**src/rtl/hrm_io_pkg.sv**
```systemverilog
// hrm_io_pkg: shared constants and helpers for the CPU I/O blocks.
//   - serializer state encodings (IDLE/START/DATA/STOP)
//   - clks_per_bit(): serial bit period in system clocks
//   - clog2(): ceiling log2 for sizing pointers and counters
package hrm_io_pkg;

  localparam logic [1:0] IDLE  = 2'b00;
  localparam logic [1:0] START = 2'b01;
  localparam logic [1:0] DATA  = 2'b10;
  localparam logic [1:0] STOP  = 2'b11;

  // Returns 0 for v <= 1, so callers that need at least one bit must
  // guarantee v >= 2.
  function automatic int clog2(input int v);
    int r;
    int x;
    r = 0;
    x = v - 1;
    while (x > 0) begin
      r = r + 1;
      x = x >> 1;
    end
    return r;
  endfunction

  function automatic int clks_per_bit(input int clk_hz, input int baud);
    return clk_hz / baud;
  endfunction

endpackage

```
**src/rtl/outbox_uart_tx_if.sv**
```systemverilog
// outbox_uart_tx_if: OUTBOX write handshake between the control unit and the
// output FIFO.
//   wO      : one-cycle write strobe (master -> slave)
//   i_data  : byte written, valid while wO=1 (master -> slave)
//   outFull : FIFO full; the master must hold off writing (slave -> master)
//
// Handshake: a byte transfers on a rising edge where wO=1 and outFull=0.
// wO=1 while outFull=1 is a protocol violation; the slave drops the byte
// and records it in its sticky overflow flag. There is no backpressure on
// the strobe itself, so the master must sample outFull before asserting wO.
interface outbox_uart_tx_if;
  logic       wO;
  logic [7:0] i_data;
  logic       outFull;

  modport master (output wO, output i_data, input outFull);
  modport slave  (input wO, input i_data, output outFull);
endinterface

```
**src/rtl/outbox_fifo.sv**
```systemverilog
// outbox_fifo: synchronous FIFO with a write port and a pop port.
//   clk, i_rst : clock, synchronous active-low reset
//   i_wr       : write request; accepted only when not full
//   i_wdata    : data stored on an accepted write
//   i_pop      : pop request; ignored when empty
//   o_rdata    : head entry (valid while o_empty=0)
//   o_full     : count == DEPTH
//   o_empty    : count == 0
//   o_count    : registered occupancy
//   o_ovf      : sticky, set by a write while full; cleared only by reset
module outbox_fifo
  import hrm_io_pkg::*;
#(
  parameter int DEPTH = 16,
  parameter int W     = 8,
  localparam int AW   = clog2(DEPTH),
  localparam int CW   = AW + 1
) (
  input  logic          clk,
  input  logic          i_rst,
  input  logic          i_wr,
  input  logic [W-1:0]  i_wdata,
  input  logic          i_pop,
  output logic [W-1:0]  o_rdata,
  output logic          o_full,
  output logic          o_empty,
  output logic [CW-1:0] o_count,
  output logic          o_ovf
);

  logic [W-1:0]  mem_q [DEPTH];
  logic [AW-1:0] wptr_q, wptr_d;
  logic [AW-1:0] rptr_q, rptr_d;
  logic [CW-1:0] count_q, count_d;
  logic          ovf_q, ovf_d;
  logic          wr_ok;
  logic          pop_ok;

  assign o_full  = (count_q == CW'(DEPTH));
  assign o_empty = (count_q == '0);
  assign o_count = count_q;
  assign o_ovf   = ovf_q;
  assign o_rdata = mem_q[rptr_q];

  // Full is judged on the registered count, so a write arriving in the same
  // cycle as a pop from a full FIFO is still rejected.
  assign wr_ok  = i_wr && !o_full;
  assign pop_ok = i_pop && !o_empty;

  always_comb begin
    wptr_d  = wptr_q;
    rptr_d  = rptr_q;
    count_d = count_q;
    ovf_d   = ovf_q | (i_wr & o_full);
    // Pointers are AW bits wide and DEPTH is a power of 2, so +1 wraps.
    if (wr_ok)  wptr_d = wptr_q + 1'b1;
    if (pop_ok) rptr_d = rptr_q + 1'b1;
    case ({wr_ok, pop_ok})
      2'b10:   count_d = count_q + 1'b1;
      2'b01:   count_d = count_q - 1'b1;
      default: count_d = count_q;
    endcase
  end

  always_ff @(posedge clk) begin
    if (!i_rst) begin
      wptr_q  <= '0;
      rptr_q  <= '0;
      count_q <= '0;
      ovf_q   <= 1'b0;
    end else begin
      wptr_q  <= wptr_d;
      rptr_q  <= rptr_d;
      count_q <= count_d;
      ovf_q   <= ovf_d;
    end
  end

  // Storage needs no reset: entries are only read after being written.
  always_ff @(posedge clk) begin
    if (i_rst && wr_ok) mem_q[wptr_q] <= i_wdata;
  end

endmodule

```
**src/rtl/outbox_uart_tx.sv**
```systemverilog
// outbox_uart_tx: OUTBOX consumer. Buffers bytes written by the control unit
// and sends each as an 8N1 UART frame (start 0, 8 data bits LSB first,
// stop 1) on tx.
//   clk, i_rst  : clock, synchronous active-low reset
//   ob (slave)  : wO / i_data / outFull write handshake
//   o_empty     : FIFO empty
//   o_ovf       : sticky overflow (write while full)
//   o_busy      : serializer not idle
//   tx          : serial line, idle high
//   o_dbg_state : serializer state (IDLE/START/DATA/STOP)
//   o_dbg_count : FIFO occupancy
module outbox_uart_tx
  import hrm_io_pkg::*;
#(
  parameter int DEPTH        = 16,
  parameter int CLK_HZ       = 12000000,
  parameter int BAUD         = 115200,
  parameter int CLKS_PER_BIT = clks_per_bit(CLK_HZ, BAUD)
) (
  input  logic                   clk,
  input  logic                   i_rst,
  outbox_uart_tx_if.slave        ob,
  output logic                   o_empty,
  output logic                   o_ovf,
  output logic                   o_busy,
  output logic                   tx,
  output logic [1:0]             o_dbg_state,
  output logic [clog2(DEPTH):0]  o_dbg_count
);

  localparam int            BW       = clog2(CLKS_PER_BIT);
  localparam logic [BW-1:0] BIT_LAST = BW'(CLKS_PER_BIT - 1);

  logic [7:0]    fifo_rdata;
  logic          fifo_empty;
  logic          pop;

  logic [1:0]    state_q, state_d;
  logic [BW-1:0] cnt_q, cnt_d;
  logic [2:0]    idx_q, idx_d;
  logic [7:0]    shreg_q, shreg_d;
  logic          tx_q, tx_d;
  logic          bit_done;

  outbox_fifo #(
    .DEPTH (DEPTH),
    .W     (8)
  ) u_fifo (
    .clk     (clk),
    .i_rst   (i_rst),
    .i_wr    (ob.wO),
    .i_wdata (ob.i_data),
    .i_pop   (pop),
    .o_rdata (fifo_rdata),
    .o_full  (ob.outFull),
    .o_empty (fifo_empty),
    .o_count (o_dbg_count),
    .o_ovf   (o_ovf)
  );

  assign o_empty     = fifo_empty;
  assign o_busy      = (state_q != IDLE);
  assign tx          = tx_q;
  assign o_dbg_state = state_q;
  assign bit_done    = (cnt_q == BIT_LAST);

  // tx_d is only changed on edges that enter a state or advance to the next
  // bit, so the registered line is glitch-free and aligned to bit periods.
  always_comb begin
    state_d = state_q;
    cnt_d   = cnt_q;
    idx_d   = idx_q;
    shreg_d = shreg_q;
    tx_d    = tx_q;
    pop     = 1'b0;
    case (state_q)
      IDLE: begin
        tx_d = 1'b1;
        if (!fifo_empty) begin
          pop     = 1'b1;
          shreg_d = fifo_rdata;
          cnt_d   = '0;
          idx_d   = '0;
          state_d = START;
          tx_d    = 1'b0;
        end
      end
      START: begin
        if (bit_done) begin
          cnt_d   = '0;
          state_d = DATA;
          tx_d    = shreg_q[0];
        end else begin
          cnt_d = cnt_q + 1'b1;
        end
      end
      DATA: begin
        if (bit_done) begin
          cnt_d = '0;
          if (idx_q == 3'd7) begin
            state_d = STOP;
            tx_d    = 1'b1;
          end else begin
            // Drive the next bit straight from the pre-shift register so tx
            // and shreg step together on the same edge.
            shreg_d = shreg_q >> 1;
            idx_d   = idx_q + 3'd1;
            tx_d    = shreg_q[1];
          end
        end else begin
          cnt_d = cnt_q + 1'b1;
        end
      end
      STOP: begin
        tx_d = 1'b1;
        if (bit_done) begin
          cnt_d   = '0;
          state_d = IDLE;
        end else begin
          cnt_d = cnt_q + 1'b1;
        end
      end
      default: begin
        state_d = IDLE;
        tx_d    = 1'b1;
        cnt_d   = '0;
        idx_d   = '0;
      end
    endcase
  end

  always_ff @(posedge clk) begin
    if (!i_rst) begin
      state_q <= IDLE;
      cnt_q   <= '0;
      idx_q   <= '0;
      shreg_q <= '0;
      tx_q    <= 1'b1;
    end else begin
      state_q <= state_d;
      cnt_q   <= cnt_d;
      idx_q   <= idx_d;
      shreg_q <= shreg_d;
      tx_q    <= tx_d;
    end
  end

endmodule

```
**src/flat_wrapper.sv**
```systemverilog
// flat-port wrapper written by rule: the top's interface ports become plain ports
module outbox_uart_tx_flat import hrm_io_pkg::*;
#(
  parameter int DEPTH        = 16,
  parameter int CLK_HZ       = 12000000,
  parameter int BAUD         = 115200,
  parameter int CLKS_PER_BIT = clks_per_bit(CLK_HZ, BAUD)
)
  (clk, i_rst, o_empty, o_ovf, o_busy, tx, o_dbg_state, o_dbg_count, ob_wO, ob_i_data, ob_outFull);
  outbox_uart_tx_if ob_i ();
  input  logic clk;
  input  logic i_rst;
  output logic o_empty;
  output logic o_ovf;
  output logic o_busy;
  output logic tx;
  output logic [1:0] o_dbg_state;
  output logic [clog2(DEPTH):0] o_dbg_count;
  input wire logic [$bits(ob_i.wO)-1:0] ob_wO;
  input wire logic [$bits(ob_i.i_data)-1:0] ob_i_data;
  output wire logic [$bits(ob_i.outFull)-1:0] ob_outFull;
  assign ob_i.wO = ob_wO;
  assign ob_i.i_data = ob_i_data;
  assign ob_outFull = ob_i.outFull;
  outbox_uart_tx #(.DEPTH(DEPTH), .CLK_HZ(CLK_HZ), .BAUD(BAUD), .CLKS_PER_BIT(CLKS_PER_BIT)) u_core (.clk(clk), .i_rst(i_rst), .ob(ob_i), .o_empty(o_empty), .o_ovf(o_ovf), .o_busy(o_busy), .tx(tx), .o_dbg_state(o_dbg_state), .o_dbg_count(o_dbg_count));
endmodule
```
**config.mk**
```make
export PLATFORM = sky130hd
export DESIGN_NAME = outbox_uart_tx_flat
export DESIGN_NICKNAME = d
export VERILOG_FILES = /design/src/rtl/hrm_io_pkg.sv /design/src/rtl/outbox_uart_tx_if.sv /design/src/rtl/outbox_fifo.sv /design/src/rtl/outbox_uart_tx.sv /design/src/flat_wrapper.sv
export SDC_FILE = /design/constraint.sdc
export NUM_CORES = 1
export LEC_CHECK = 0
export ABC_AREA = 0
export BUFFER_PORTS_ARGS = -buffer_cell sky130_fd_sc_hd__buf_4
export CORE_MARGIN = 3
export CORE_UTILIZATION = 57
export CTS_BUF_LIST = sky130_fd_sc_hd__clkbuf_4 sky130_fd_sc_hd__clkbuf_8
export DETAILED_ROUTE_END_ITERATION = 8
export GPL_TIMING_DRIVEN = 0
export HOLD_SLACK_MARGIN = 0.08
export PLACE_DENSITY_LB_ADDON = 0.2
export SLEW_MARGIN = 20
export SYNTH_ARGS = -nofsm -noshare
export SYNTH_HDL_FRONTEND = slang
export SYNTH_SLANG_ARGS = --single-unit
```
**constraint.sdc**
```tcl
create_clock -name clk -period 4.3 [get_ports clk]
set_input_delay 0.43 -clock clk [delete_from_list [all_inputs] [get_ports clk]]
set_output_delay 0.43 -clock clk [all_outputs]
set_load 0.01 [all_outputs]
```
# Yosys cells after proc, flatten, opt, wreduce, memory -nomap -nowiden
# Memories as Yosys holds them, arrays and structs flattened. A register that Yosys moved wholly into a read port is not among the register bits.
# Cells that the tools add are included.
dict set report op_classes {
  add_sub_neg 6
  n_eq_ne 14
  mux 29
  bitwise_logic 2
  reduce_logical 14
}
# op count
set op_table {}
lappend op_table {{$mux 8} 3}
lappend op_table {{$pmux 8 s2} 1}
lappend op_table {{$mux 7} 2}
lappend op_table {{$pmux 7 s2} 1}
lappend op_table {{$mux 2} 5}
lappend op_table {{$pmux 5 s2} 1}
lappend op_table {{$mux 3} 3}
lappend op_table {{$add 4x1->4 const B} 2}
lappend op_table {{$mux 1} 8}
lappend op_table {{$mux 4} 2}
lappend op_table {{$ne 2x1->1 const B} 4}
lappend op_table {{$pmux 2 s4} 1}
lappend op_table {{$add 7x1->7 const B} 1}
lappend op_table {{$eq 7x7->1 const B} 1}
lappend op_table {{$eq 2x2->1 const B} 3}
lappend op_table {{$pmux 3 s2} 1}
lappend op_table {{$reduce_bool 2->1} 3}
lappend op_table {{$add 5x1->5 const B} 1}
lappend op_table {{$eq 5x5->1 const B} 1}
lappend op_table {{$logic_not 5->1} 1}
lappend op_table {{$reduce_and 5->1} 1}
lappend op_table {{$sub 5x1->5 const B} 1}
lappend op_table {{$eq 2x1->1 const B} 2}
lappend op_table {{$ne 2x2->1 const B} 2}
lappend op_table {{11 further kinds} 14}
dict set report totals {
  register_bits 35
  mem_bits_rw 128
  input_bits 11
  output_inout_bits 12
  elab_cells 75
  memories 1
}
# name words width read_ports rd_clocked_by_memory_dff wr line
set memory_table {}
lappend memory_table {u_core.u_fifo.mem_q 16 8 1 1 1 outbox_fifo.sv:31} ;# logic [W-1:0] mem_q [DEPTH];

# Longest topological paths before layout
# Gate-level depths: netlist of run 1.
dict set report depth {
  word_depth 6
  depth_mapped 13
  depth_no_buf 11
}

# Cells and area by module
# Synthesis of run 1 repeated with hierarchy kept, for this count alone.
dict set report hier_totals {
  cells_unflattened 472
  area_unflattened_um2 7119.3
}
# mod n_inst cells_per_inst area_per_inst_um2 seq_area_each_um2
set modules_own_cells {}
lappend modules_own_cells {outbox_fifo 1 334 5930.7 4204.0}
lappend modules_own_cells {outbox_uart_tx 1 138 1188.6 420.4}

# Least setup slack after synthesis of run 1
# Ideal clock, no wire load.
dict set report synth_path {
  kind {register to register}
  from {register u_core.state_q[1] (netlist: u_core.o_dbg_state[1])}
  to {register u_core.u_fifo.count_q[4] (netlist: u_core.u_fifo.o_count[4])}
  setup_ps 101
  arrival_time_ps 2807
  required_time_ps 4199
  path_slack_ps 1392
  path_stages_with_launch 13
  path_buffers 1
  synth_period_minus_slack_ps 2908
  cell_sequence {dfxtp_1 inv_1 ha_1 inv_1 a21oi_1 ha_1 clkbuf_1 xor2_1 ha_1 o31a_1 nor4b_1 o311ai_0 o41ai_1}
}
dict set report synth_between {
  elab_chain_cells 5
  word_cells_on_any_way 7
  cone_classes {eq/ne: 2; mux: 2; reduce/logical: 3}
}
# item line
set synth_rtl {}
lappend synth_rtl {{start, declared} outbox_uart_tx.sv:38} ;# logic [1:0] state_q, state_d;
lappend synth_rtl {{start signal, assigned} outbox_uart_tx.sv:140} ;# state_q <= state_d;
lappend synth_rtl {{$logic_not 2->1 *} outbox_uart_tx.sv:76} ;# case (state_q)
lappend synth_rtl {{$mux 1 *} outbox_uart_tx.sv:76}
lappend synth_rtl {{$logic_and 1x1->1 *} outbox_fifo.sv:48} ;# assign pop_ok = i_pop && !o_empty;
lappend synth_rtl {{via u_core.u_fifo.pop_ok} outbox_fifo.sv:37} ;# logic pop_ok;
lappend synth_rtl {{$eq 2x1->1 or $eq 2x2->1 (tied branches)} outbox_fifo.sv:58} ;# case ({wr_ok, pop_ok})
lappend synth_rtl {{$pmux 5 s2 or $reduce_bool 2->1 (tied branches)} -}
lappend synth_rtl {{end signal, assigned} outbox_fifo.sv:74} ;# count_q <= count_d;
lappend synth_rtl {{end, declared} outbox_fifo.sv:34} ;# logic [CW-1:0] count_q, count_d;
# Mark *: on every way through the listed nets, which the timed path passes. The rest lies on a longest branch.
# A chain may end at the register's enable or synchronous reset.

# Worst setup path in the final report of run 1
# Ends and elaborated chain as after synthesis.

==> flow_metrics.tcl, run 1 <==
set metrics [dict create \
    status "finished, final reports clean" \
    cts.sinks 167 \
    nets 508 \
    placed_area_um2 7460 \
    clock_power_share_pct 29.1 \
    endpoint_kind "flip-flop" \
    cts_tree "yes" \
    synth_area_leader_cell "edfxtp_1" \
    io_pins 23 \
    slew_headroom_pct 45.5 \
    rsz0062_at_grt "no" \
    clock_skew_ps 9.44 \
    synth_nets 468 \
    p_sw_share_pct 28.4 \
    power.switching_uw 1060 \
    final_cells 662 \
    core_area_um2 12100 \
    num_rows 40 \
    power_density_nw_per_um2 477 \
    grtUsageMet3_pct 4.68 \
    period_needed_ps 3510 \
    die_y_um 117 \
    avgSynthCellArea_um2 16.0 \
    grtUsageMet1_pct 27.7 \
    dp_hpwl_mm 8.86 \
    placed_cells 630 \
    synth_cells 441 \
    diodes 0 \
    antenna_found_initial 0 \
    drc 0 \
    grt_max_degree 17 \
    timing.fmax_mhz 285 \
    worstPathArrival_ps 3860 \
    grt_use_met2_pct 32.6 \
    port_buffers 21 \
    grtUsageTotal_pct 20.3 \
    post_cts_buffers 0 \
    power_frac_seq_pct 50.1 \
    cts_resized 0 \
    synth_cell_types 52 \
    first_pass_iters 5 \
    vias 3829 \
    drive_gt1_share_pct 17.2 \
    cap_violations 0 \
    tns_ps 0 \
    clk_pin_slew_ps 90 \
    grt_pass1_vias 3875 \
    netlist.area_leader.share_pct 54.3 \
    htreeDepth 4 \
    power.static_leakage_uw 0.00261 \
    die_width_um 117 \
    hold_violations 0 \
    yosys-top-cells-area "edfxtp_1 54%, dfxtp_1 11%, mux4_1 7.1%, mux4_2 4.1%, ha_1 2.8%" \
    slew_violations 0 \
    area_growth_pct 11.0 \
    grt-busiest-layer "met2" \
    netlist_area_um2 7080 \
    fin_crit_sh_pct 81.5 \
    start_util_pct 58.7 \
    globalplace.congestion 0.875 \
    ys_seq_area_share_pct 65.4 \
    worstSkewPairLatency_ps 450 \
    initialDrtViolationCount 272 \
    cts_buffers 17 \
    vdd_drop_max_mv 0.277 \
    wl_per_cell_um 20.2 \
    grt_pass1_wl_mm 21.1 \
    required_ps 4650 \
    synth-edff-count 128 \
    power_uw 3750 \
    synth_warnings 0 \
    tightest_slew_ps 813 \
    finalSetupViolCount 0 \
    combPwrFrac_pct 20.8 \
    root_buffer "clkbuf_8" \
    ys_ff_latch 167 \
    gr-total-overflow 0 \
    postRouteAntennaNets 0 \
    async_flop_share_pct 0 \
    cp-start-kind "flip-flop" \
    fin_area_um2 7860 \
    drt_wl_total_mm 13.4 \
    routed_via_density 5.78 \
    synthFlopType "edfxtp_1" \
    min_path_type "primary input to flip-flop" \
    holdBufCountCts 0 \
    cts.path.max_buffers 2 \
    power.internal_uw 2680 \
    dieArea_um2 13800 \
    crit_fanout 10 \
    path_class "flip-flop to flip-flop" \
]
## through the flow
step | utilization (%) | setup WS (ps) | hold slack, ps
final | 65.1 | 795 | 262
after global placement | 61.7 | 959 | 469
after CTS | 65.1 | 787 | 239
after floorplan | - | 1390 | 462
after global routing | 65.1 | 388 | 270
after detailed placement | 61.9 | 812 | 483
## worst max-delay path: stages, from the launching register on
cell and delay (ps):
dfxtp_1 380, inv_1 130, ha_1 300, inv_1 110, a21oi_1 490, ha_1 290, clkbuf_1 360, xor2_1 140
ha_1 250, o31a_1 280, nor4b_1 350, o311ai_0 200, o41ai_1 110
## layout by cell type (no fill, tap or decap), types with 11 or more instances in the layout
cell type | Yosys | layout
nor2b_1 | 13 | 13
nor2_1 | 32 | 32
edfxtp_1 | 128 | 128
mux2i_1 | 11 | 11
mux4_2 | 13 | 13
and2_1 | 14 | 14
clkbuf_1 | 17 | 17
buf_4 | 0 | 21
nand2_1 | 18 | 18
ha_1 | 16 | 16
dfxtp_1 | 39 | 39
clkbuf_8 | 0 | 17
mux4_1 | 19 | 19
## metal layers
layer / share of wire, % / wire length [um]
met2: 49 / 6520
met1: 45 / 5960
met5: 0 / 0
met3: 5.2 / 700
met4: 1.6 / 208
## logic make-up after synthesis
| logic type | synth area share [%] |
|---|---|
| simple gates | 9.07 |
| xor+xnor | 1.73 |
| buf+inv | 2.30 |
| fa+ha+maj | 2.83 |
| flops | 65.4 |
| mux | 14.0 |
| compound gates | 4.69 |
## flip-flops by register name, summed over array words and instances (netlist names), named ones only
name / count
u_core.idx_q: 3
u_core.u_fifo.wptr_q: 4
u_core.tx: 1
u_core.u_fifo.mem_q: 128
u_core.o_dbg_state: 2
u_core.cnt_q: 7
u_core.shreg_q: 8
u_core.u_fifo.o_count: 5
u_core.u_fifo.rptr_q: 4
u_core.u_fifo.o_ovf: 1
## synthesized netlist by cell type, drive strengths merged, types with 2 or more instances
cell type and count:
nand3 10, xnor2 6, inv 8, dfxtp 39, nand2b 4, nor2 32, buf 7, o21ai 6
edfxtp 128, nor3b 3, clkbuf 17, a211oi 3, ha 16, a21oi 5, a21boi 2, and4bb 2
mux2 8, nand3b 2, mux2i 11, and2 14, mux4 32, nor3 7, a22oi 2, o311ai 2
nand2 18, xor2 8, a221o 7, nor2b 13, a32oi 2, a22o 7, nand4 6
## power by group through the flow
stage | Clock (uW) | Combinational [uW] | Sequential (uW)
after global placement | 0 | 751 | 1910
after global routing | 1180 | 859 | 1890
final | 1090 | 778 | 1880
after floorplan | 0 | 546 | 1910
after detailed placement | 0 | 777 | 1920
after CTS | 1110 | 782 | 1880
## path summary, 6_finish.rpt
| path | start | endpoint | slack [ps] | depth (start not counted) |
|---|---|---|---|---|
| worst max-delay path | u_core.o_dbg_state[1] | u_core.u_fifo.o_count[4] | 790 | 12 |
| worst min-delay path | ob_wO | u_core.u_fifo.o_ovf | 260 | 3 |
| worst max register to register | u_core.o_dbg_state[1] | u_core.u_fifo.o_count[4] | 790 | 12 |
| worst min register to register | u_core.u_fifo.o_ovf | u_core.u_fifo.o_ovf | 500 | 2 |
## area by class of cell
cell class / instances / area (um2)
fillers: 853 / 4210
well taps: 168 / 210
clock buffers: 18 / 241
repair buffers: 21 / 158
clock inverters: 14 / 151
plain buffers: 24 / 133
multi-input cells: 242 / 2310
inverters: 8 / 30.0
flip-flops and latches: 167 / 4620
(Power assumes the default switching activity.)
==> run 2, diff against run 1 <==
==> constraint.sdc (replaced) <==
create_clock -name clk -period 2.96 [get_ports clk]
set_input_delay 0.296 -clock clk [delete_from_list [all_inputs] [get_ports clk]]
set_output_delay 0.296 -clock clk [all_outputs]
set_load 0.01 [all_outputs]
==> run 2 against run 1 <==
Clock skew is essentially flat. Highest routed layer unchanged. Critical endpoint unchanged. Largest power group unchanged. Sequential cell count did not move. Register-to-register slack worse by 710 ps. Fmax is 22% higher. Sequential share of layout area down 0.39 points.
==> flow_metrics.tcl, run 2 (synthesis results as in run 1) <==
set metrics [dict create \
    status "finished, final reports clean" \
    cap_violations 0 \
    largest_reg_flops 128 \
    drive_gt1_share_pct 19.1 \
    cpPeakStageDelay_ps 410 \
    vdd_drop_max_mv 0.402 \
    gr-total-overflow 0 \
    largestRegisters "u_core.u_fifo.mem_q (128), u_core.shreg_q (8), u_core.cnt_q (7)" \
    vias 3861 \
    dieArea_um2 13800 \
    required_ps 3320 \
    cts_tree "yes" \
    postRouteAntennaNets 0 \
    die_width_um 117 \
    cts.sinks 167 \
    root_buffer "clkbuf_8" \
    antenna_found_initial 0 \
    drt_wl_total_mm 13.5 \
    layout.cells.most_common_list "128 x edfxtp_1, 38 x dfxtp_1, 32 x nor2_1" \
    crit_fanout 10 \
    num_rows 40 \
    port_buffers 21 \
    htreeDepth 4 \
    slew_headroom_pct 45.3 \
    hold_violations 0 \
    crit_chain "nor4_4, a21boi_2, buf_4, inv_1, ha_1, clkbuf_2, xor2_1, ha_1, o211ai_1, a211oi_1, o311ai_1, o41ai_1" \
    core_area_um2 12100 \
    grt_max_degree 17 \
    rsz0062_at_grt "no" \
    power_density_nw_per_um2 698 \
    min_path_type "primary input to flip-flop" \
    area_growth_pct 11.8 \
    io_pins 23 \
    wl_met1_mm 5.96 \
    grtUsageTotal_pct 20.4 \
    crit_slowest_cell "a211oi_1" \
    cts_buffers 17 \
    worstPathArrival_ps 3240 \
    final_common_cell "edfxtp_1" \
    path_buf_inv 3 \
    met3_length_um 621 \
    fin_crit_sh_pct 97.2 \
    clock_skew_ps 8.95 \
    finalSetupViolCount 0 \
    grt_pass1_wl_mm 21.2 \
    met2WireLength_mm 6.70 \
    nets 511 \
    cts.path.max_buffers 2 \
    routed_via_density 5.81 \
    grt_pass1_vias 3884 \
    diodes 0 \
    globalplace.congestion 0.875 \
    final_util_pct 65.6 \
    wl_per_cell_um 20.3 \
    timing.fmax_mhz 348 \
    power.static_leakage_uw 0.00263 \
    final_cells 665 \
    first_pass_iters 5 \
    worstSkewPairLatency_ps 450 \
    initialDrtViolationCount 278 \
    top_register "u_core.u_fifo.mem_q" \
    clk_pin_slew_ps 90 \
    cp-start-kind "flip-flop" \
    dp_hpwl_mm 8.86 \
    endpoint_kind "flip-flop" \
    start_util_pct 58.7 \
    slew_violations 0 \
    routed.top_layer "met4" \
    path_class "flip-flop to flip-flop" \
    drc 0 \
    placed_cells 630 \
    tightest_slew_ps 816 \
    period_needed_ps 2880 \
    die_y_um 117 \
    cp_top_family "compound AO/OA/AOI/OAI gates" \
    cpMostUsedCell "ha_1" \
]
[run 2: cell types whose count changed in the layout (fill, tap and decap cells not counted), sizes merged]
cell / change
buf: +3
[run 2: final cells by class]
cell class	count	area, um2
fillers	854	4150
well taps	168	210
clock inverters	14	151
repair buffers	24	180
multi-input cells	242	2330
flip-flops and latches	167	4630
clock buffers	18	241
inverters	8	30.0
plain buffers	24	140
[run 2: worst min-delay path: stages]
cell,delay [ps]
buf_4,110
a21oi_1,60
nor2b_1,90
[run 2: final timing paths]
| check | from | endpoint | slack, ps | depth (start not counted) |
|---|---|---|---|---|
| worst max-delay path | u_core.u_fifo.o_count[0] | u_core.u_fifo.o_count[4] | 80 | 12 |
| worst min-delay path | ob_wO | u_core.u_fifo.o_ovf | 130 | 3 |
| worst max register to register | u_core.u_fifo.o_count[0] | u_core.u_fifo.o_count[4] | 80 | 12 |
| worst min register to register | u_core.u_fifo.o_ovf | u_core.u_fifo.o_ovf | 500 | 2 |
[run 2: metal layers]
metal | vias up | track usage [%]
met3 | 19 | 4.68
met2 | 84 | 32.7
li1 | 1806 | -
met1 | 1952 | 27.8
met5 | - | 0
met4 | 0 | 7.33
[run 2: power breakdown]
part,switching [uW],total (uW),internal (uW),leakage (uW)
Sequential,90.1,2730,2640,0.00147
Clock,820,1580,763,0.000188
Combinational,665,1210,546,0.000975
Total,1580,5520,3950,0.00263
[run 2: what timing repair did]
item / CTS / global route
gates resized for setup: 8 / 5
pin swaps: 1 / 0
buffers inserted: 1 / 2
hold buffers: 0 / 0
setup endpoints to repair: 2 / 2
[run 2: stage by stage]
stage                     hold slack, ps  setup TNS [ps]  instance area, um2  power, uW  setup slack (ps)
after floorplan                      395               0                7080       3570              51.6
after global placement               469            -557                7440       3860              -381
after detailed placement             483            -727                7460       3910              -528
after CTS                            105               0                7890       5520              30.1
after global routing                 138               0                7910       5790              7.01
final                                131               0                7910       5520              83.1
